**config.mk**
```make
export PLATFORM = sky130hd
export DESIGN_NAME = cpu_control_unit
export DESIGN_NICKNAME = d
export VERILOG_FILES = /design/src/rtl/cpu_ctrl_pkg.sv /design/src/rtl/ctrl_decode.sv /design/src/rtl/cpu_control_unit.sv
export SDC_FILE = /design/constraint.sdc
export NUM_CORES = 1
export LEC_CHECK = 0
export ABC_CLOCK_PERIOD_IN_PS = 4950
export CAP_MARGIN = 20
export CORE_MARGIN = 2
export CORE_UTILIZATION = 42
export DETAILED_ROUTE_END_ITERATION = 10
export HOLD_SLACK_MARGIN = 0.12
export PLACE_DENSITY_LB_ADDON = 0.05
export SYNTH_ARGS = -nofsm -noshare
export SYNTH_HDL_FRONTEND = slang
export SYNTH_SLANG_ARGS = --single-unit
```
**constraint.sdc**
```tcl
create_clock -name clk -period 4.95 [get_ports clk]
set_input_delay 1.2375 -clock clk [delete_from_list [all_inputs] [get_ports clk]]
set_output_delay 1.2375 -clock clk [all_outputs]
set_load 0.05 [all_outputs]
```
**src/rtl/cpu_ctrl_pkg.sv**
```systemverilog
// Shared types for the accumulator CPU control unit:
// FSM states, opcode map and the control-word bundle.
package cpu_ctrl_pkg;

  typedef enum logic [2:0] {
    ST_RST,
    ST_FETCH,
    ST_DECODE,
    ST_EXEC,
    ST_MEM,
    ST_HALT
  } ctrl_state_e;

  localparam logic [2:0] OP_LDA  = 3'b000;
  localparam logic [2:0] OP_STA  = 3'b001;
  localparam logic [2:0] OP_ADD  = 3'b010;
  localparam logic [2:0] OP_MUL  = 3'b011;
  localparam logic [2:0] OP_JMP  = 3'b100;
  localparam logic [2:0] OP_JZ   = 3'b101;
  localparam logic [2:0] OP_LDI  = 3'b110;
  localparam logic [2:0] OP_MISC = 3'b111;

  localparam logic [3:0] SUB_INC = 4'h0;
  localparam logic [3:0] SUB_CMA = 4'h1;
  localparam logic [3:0] SUB_SHR = 4'h2;
  localparam logic [3:0] SUB_SHL = 4'h3;
  localparam logic [3:0] SUB_CLA = 4'h4;
  localparam logic [3:0] SUB_STC = 4'h5;
  localparam logic [3:0] SUB_CLC = 4'h6;
  localparam logic [3:0] SUB_HLT = 4'hF;

  typedef struct packed {
    logic mem_rd;
    logic mem_wr;
    logic ir_on_adr;
    logic pc_on_adr;
    logic data_on_dbus;
    logic dbus_on_data;
    logic alu_on_dbus;
    logic load_ir;
    logic load_pc;
    logic inc;
    logic clr_pc;
    logic load_ac;
    logic increm;
    logic comp;
    logic sr;
    logic sleft;
    logic zero;
    logic ldimm;
    logic add;
    logic mult;
    logic pass;
    logic stcrry;
    logic clrcrry;
    logic halted;
  } ctrl_word_t;

endpackage

```
**src/rtl/ctrl_decode.sv**
```systemverilog
// Combinational strobe map from FSM state and IR fields
// to the full datapath control word.
module ctrl_decode
  import cpu_ctrl_pkg::*;
(
  input  ctrl_state_e state,
  input  logic [2:0]  op_code,
  input  logic [3:0]  sub_op,
  input  logic        zeroflagac,
  input  logic        mem_ready,
  output ctrl_word_t  cw
);

  always_comb begin
    cw = '0;
    cw.pc_on_adr    = 1'b1;
    cw.data_on_dbus = 1'b1;
    unique case (state)
      ST_RST: cw.clr_pc = 1'b1;
      ST_FETCH: begin
        cw.mem_rd  = 1'b1;
        cw.load_ir = mem_ready;
        cw.inc     = mem_ready;
      end
      ST_MEM: begin
        cw.ir_on_adr = 1'b1;
        cw.pc_on_adr = 1'b0;
        if (op_code == OP_STA) begin
          cw.mem_wr       = 1'b1;
          cw.pass         = 1'b1;
          cw.alu_on_dbus  = 1'b1;
          cw.dbus_on_data = 1'b1;
          cw.data_on_dbus = 1'b0;
        end else begin
          cw.mem_rd  = 1'b1;
          cw.load_ac = mem_ready;
        end
      end
      ST_EXEC: begin
        unique case (op_code)
          OP_ADD, OP_MUL: begin
            cw.add          = (op_code == OP_ADD);
            cw.mult         = (op_code == OP_MUL);
            cw.alu_on_dbus  = 1'b1;
            cw.dbus_on_data = 1'b1;
            cw.data_on_dbus = 1'b0;
            cw.load_ac      = 1'b1;
          end
          OP_JMP: cw.load_pc = 1'b1;
          OP_JZ:  cw.load_pc = zeroflagac;
          OP_LDI: cw.ldimm   = 1'b1;
          OP_MISC: begin
            case (sub_op)
              SUB_INC: cw.increm  = 1'b1;
              SUB_CMA: cw.comp    = 1'b1;
              SUB_SHR: cw.sr      = 1'b1;
              SUB_SHL: cw.sleft   = 1'b1;
              SUB_CLA: cw.zero    = 1'b1;
              SUB_STC: cw.stcrry  = 1'b1;
              SUB_CLC: cw.clrcrry = 1'b1;
              default: ;
            endcase
          end
          default: ;
        endcase
      end
      ST_HALT: cw.halted = 1'b1;
      default: ;
    endcase
  end

endmodule

```
**src/rtl/cpu_control_unit.sv**
```systemverilog
// Multi-cycle control FSM for the 16-bit accumulator CPU,
// including memory handshake timeout into a sticky bus error.
module cpu_control_unit
  import cpu_ctrl_pkg::*;
#(
  parameter int WAIT_LIMIT = 15,
  parameter int CNT_W      = 4
) (
  input  logic       clk,
  input  logic       rst_n,
  input  logic [2:0] op_code,
  input  logic [3:0] sub_op,
  input  logic       zeroflagac,
  input  logic       mem_ready,
  output logic       mem_rd,
  output logic       mem_wr,
  output logic       ir_on_adr,
  output logic       pc_on_adr,
  output logic       data_on_dbus,
  output logic       dbus_on_data,
  output logic       alu_on_dbus,
  output logic       load_ir,
  output logic       load_pc,
  output logic       inc,
  output logic       clr_pc,
  output logic       load_ac,
  output logic       increm,
  output logic       comp,
  output logic       sr,
  output logic       sleft,
  output logic       zero,
  output logic       ldimm,
  output logic       add,
  output logic       mult,
  output logic       pass,
  output logic       stcrry,
  output logic       clrcrry,
  output logic       halted,
  output logic       bus_err
);

  ctrl_state_e state, state_nxt;
  logic [CNT_W-1:0] wait_cnt;
  logic waiting, timeout;
  ctrl_word_t cw;

  assign waiting = ((state == ST_FETCH) || (state == ST_MEM)) && !mem_ready;
  assign timeout = waiting && (wait_cnt == CNT_W'(WAIT_LIMIT - 1));

  always_comb begin
    state_nxt = state;
    unique case (state)
      ST_RST:   state_nxt = ST_FETCH;
      ST_FETCH: begin
        if (timeout)        state_nxt = ST_HALT;
        else if (mem_ready) state_nxt = ST_DECODE;
      end
      ST_DECODE: begin
        if (op_code == OP_LDA || op_code == OP_STA)
          state_nxt = ST_MEM;
        else
          state_nxt = ST_EXEC;
      end
      ST_MEM: begin
        if (timeout)        state_nxt = ST_HALT;
        else if (mem_ready) state_nxt = ST_FETCH;
      end
      ST_EXEC: begin
        if (op_code == OP_MISC && sub_op == SUB_HLT)
          state_nxt = ST_HALT;
        else
          state_nxt = ST_FETCH;
      end
      ST_HALT:  state_nxt = ST_HALT;
      default:  state_nxt = ST_RST;
    endcase
  end

  always_ff @(posedge clk or negedge rst_n) begin
    if (!rst_n) begin
      state    <= ST_RST;
      wait_cnt <= '0;
      bus_err  <= 1'b0;
    end else begin
      state <= state_nxt;
      if (state_nxt != state || !waiting)
        wait_cnt <= '0;
      else
        wait_cnt <= wait_cnt + 1'b1;
      if (timeout)
        bus_err <= 1'b1;
    end
  end

  ctrl_decode u_decode (
    .state      (state),
    .op_code    (op_code),
    .sub_op     (sub_op),
    .zeroflagac (zeroflagac),
    .mem_ready  (mem_ready),
    .cw         (cw)
  );

  assign mem_rd       = cw.mem_rd;
  assign mem_wr       = cw.mem_wr;
  assign ir_on_adr    = cw.ir_on_adr;
  assign pc_on_adr    = cw.pc_on_adr;
  assign data_on_dbus = cw.data_on_dbus;
  assign dbus_on_data = cw.dbus_on_data;
  assign alu_on_dbus  = cw.alu_on_dbus;
  assign load_ir      = cw.load_ir;
  assign load_pc      = cw.load_pc;
  assign inc          = cw.inc;
  assign clr_pc       = cw.clr_pc;
  assign load_ac      = cw.load_ac;
  assign increm       = cw.increm;
  assign comp         = cw.comp;
  assign sr           = cw.sr;
  assign sleft        = cw.sleft;
  assign zero         = cw.zero;
  assign ldimm        = cw.ldimm;
  assign add          = cw.add;
  assign mult         = cw.mult;
  assign pass         = cw.pass;
  assign stcrry       = cw.stcrry;
  assign clrcrry      = cw.clrcrry;
  assign halted       = cw.halted;

endmodule

```
==> qor.csv <==
stage,metric,value,unit
status,result of the run,finished clean,
drt,DRT iter0 DRCs,17,
cells_and_area,layout cell share with drive strength beyond 1,11.0,%
global_routing,Overall Global Routing Usage,18.4,%
yosys,count of mapped cells out of synthesis,94,
global_routing,Overflow after GRT,0,
cells_and_area,Antenna Diode Count,0,
sta,final hold vios,0,
power,LEAKAGE,0.428,nW
die,area of the placeable core,0.00154,mm^2
worst_setup_path,number of cells traversed by the worst register-to-register path,6,
yosys,number of warnings reported in the yosys synthesis log,0,
drt,met3 wirelength from detailed routing,87,um
drt,total length of routed wires,1.85,mm
sta,final clock skew,5.81,ps
sta,RSZ-0062 raised after global routing,no,
power,Seq pwr share,27.5,%
yosys,number of different library cells in the post-synthesis netlist,32,
drt,metal1 wirelength,815,um
power,overall power after layout,408,uW
die,number of rows in the core area,14,
worst_setup_path,Startpoint Class,primary input,
global_routing,antenna violations before repair,0,
placed_design,"number of placed instances, taps included",140,
sta,smallest setup slack after layout,351,ps
global_routing,vias in the first global route,630,
sta,top achievable clock speed,217,MHz
die,die area,0.00202,mm^2
cells_and_area,Final nets,142,
sta,remaining max-slew budget at the tightest pin,64.9,%
drt,DR DRC count,0,
placed_design,Setup WS pre-CTS,370,ps
sta,Final period util,92.9,%
worst_setup_path,arrival time of data at the critical path endpoint,3360,ps
placed_design,HPWL after detailed placement,1.45,mm
cts,total setup buffers inserted after CTS,0,
cells_and_area,"non-filler cells, final",143,
worst_hold_path,worst hold path startpoint,bus_err,
sta,slew at the pin closest to its max-slew limit,526,ps
drt,router iterations before antenna repair,4,
cells_and_area,synth-to-layout area growth,50.7,%
worst_hold_path,hold-critical path depth,1,
cts,number of sinks handled by clock tree synthesis,8,
worst_setup_path,WP data required,3710,ps
die,die outline height,45.0,um
cells_and_area,utilization after layout,69.0,%
cells_and_area,most used cells in the layout excluding fill and tap cells,"clkdlybuf4s50_1 (33), nor2_1 (14), nand2_1 (10), nor3_1 (10), dfrtp_1 (8)",
placed_design,number of buffer cells added on primary ports,35,
die,Initial Util,45.8,%
cts,root buffer selected by CTS,clkbuf_4,
worst_setup_path,endpoint of the most critical register-to-register path,wait_cnt[3],
power,net switching power,212,uW
drt,via count of the routed design,772,
global_routing,pin count of the biggest net entering global routing,14,
sta,final period demand of the worst path,4600,ps
cts,CTS hold repair buffers,0,
yosys,summed instance area of the synthesized netlist,706,um^2
drt,drt via density,5.40,
cells_and_area,"most common cell after layout, fill and taps aside",clkdlybuf4s50_1,
worst_setup_path,maximum fanout count along the critical path,8,
power,peak supply drop,0.000374,V
yosys,sequential area share after synthesis,28.4,%
cts,post-CTS resize count,0,
cts,CTS Buf Count,3,
sta,Fin Setup TNS,0,ps
cts,number of buffers on the longest clock path,2,
cts,Clock Latency Late Sink,250,ps
worst_setup_path,worst setup slack for register-to-register paths,3160,ps
die,horizontal die dimension,45.0,um
cts,CTS HTree Levels,1,
yosys,Avg Synthesized Cell Area,7.51,um^2
yosys,post-synthesis net count,107,
drt,highest layer used for signal routing,met4,
sta,max-slew violations,0,
job,Max Cap Violations,0,
placed_design,last weighted congestion value of the routability-driven placer,0.748,
worst_setup_path,startpoint-to-endpoint class of the critical path,primary input to output port,
worst_hold_path,sink of the worst hold path,bus_err,
yosys,Yosys reg bits,8,
sta,final setup violation count,0,
power,clock network fraction of design power,12.3,%
power,internal cell power,196,uW
power,Sw Ratio,52.0,%
die,Ports,36,
global_routing,global-route wire length before repair,2.77,mm
cells_and_area,fillers,145,
worst_setup_path,Critical Path End Type,output port,
cts,clock tree from TritonCTS,done,
power,power density normalized to cell area,384,mW/mm^2
power,combinational group share of total power,60.3,%
worst_hold_path,Tightest Hold Check Type,register to register,
drt,final routed wire length divided by cell count,12.9,um
cts,clock-pin slew on the worst setup and hold paths,60,ps
drt,final antenna-violating net count,0,
drt,DR WL met2,917,um
worst_setup_path,reg-to-reg startpoint,wait_cnt[0],
per-layer routing:
layer / up-vias / track usage [%]
li1: 388 / -
met5: - / 0
met1: 343 / 22.7
met3: 6 / 2.40
met4: 0 / 7.06
met2: 35 / 32.3
Yosys cell counts:
library cell / number / area share [%]
nor2_1: 14 / 7.4
nand2_1: 10 / 5.3
nor3_1: 10 / 7.1
dfrtp_1: 8 / 28
a21oi_1: 5 / 3.5
buf_4: 4 / 4.3
inv_1: 4 / 2.1
nand2b_1: 4 / 3.5
and3_1: 3 / 2.7
buf_2: 3 / 2.1
nand3_1: 3 / 2.1
ha_1: 2 / 3.5
nand3b_1: 2 / 2.1
nor2b_1: 2 / 1.8
nor3b_1: 2 / 2.1
o21ai_0: 2 / 1.4
a21o_1: 1 / 1.1
a31o_2: 1 / 1.2
a31oi_1: 1 / 0.89
a31oi_4: 1 / 3.0
nand3_2: 1 / 1.4
nor4_1: 1 / 0.89
nor4b_1: 1 / 1.2
o21a_1: 1 / 1.1
or2_2: 1 / 0.89
or2b_1: 1 / 1.1
or3_1: 1 / 0.89
or3b_2: 1 / 1.2
or4_4: 1 / 1.6
or4b_2: 1 / 1.4
xnor2_1: 1 / 1.2
xor2_1: 1 / 1.2
cell type report:
type                            count  area, um^2  share of cell area [%]
Sequential cell                     8         200                    18.8
Multi-Input combinational cell     75         445                    41.9
Clock buffer                        3        22.5                    2.12
Timing Repair Buffer               37         360                    33.9
Tap cell                           16        20.0                    1.88
Inverter                            4        15.0                    1.41
registers in the layout, indices dropped and copies added (netlist names):
register and count:
bus_err 1, state 3, wait_cnt 4
per-stage QoR:
stage                     area (um^2)  hold WS, ps
final                            1060          470
after global placement           1040          452
after CTS                        1060          474
after detailed placement         1040          461
after floorplan                   706          463
after global routing             1060          487
power by group through the flow:
stage | registers, mW | logic (mW) | clock network (mW)
detailed placement | 0.114 | 0.246 | 0
CTS | 0.113 | 0.247 | 0.0515
finish | 0.112 | 0.246 | 0.0501
global route | 0.117 | 0.264 | 0.0550
global placement | 0.114 | 0.243 | 0
floorplan | 0.0897 | 0.201 | 0
kinds of logic after synthesis:
group / after synthesis / share of synthesized area (%)
xor+xnor: 2 / 2.48
buf+inv: 11 / 8.51
compound gates: 12 / 12.2
simple gates: 59 / 44.9
flops: 8 / 28.4
fa+ha+maj: 2 / 3.55
how the worst max path moves through the flow:
| stage | start | cells after the start | end | slack, ps |
|---|---|---|---|---|
| detailed placement | op_code[0] | 5 | comp | 370 |
| finish | op_code[0] | 5 | comp | 350 |
| CTS | op_code[0] | 5 | comp | 360 |
| global route | op_code[0] | 5 | increm | 280 |
| global placement | op_code[0] | 5 | comp | 430 |
| floorplan | op_code[1] | 2 | load_pc | 660 |
worst max-delay path: stages:
cell and delay (ps):
clkdlybuf4s50_1 610, nand3_2 160, or3_1 350, nor3_1 160
clkdlybuf4s50_1 830
(Power assumes the default switching activity.)
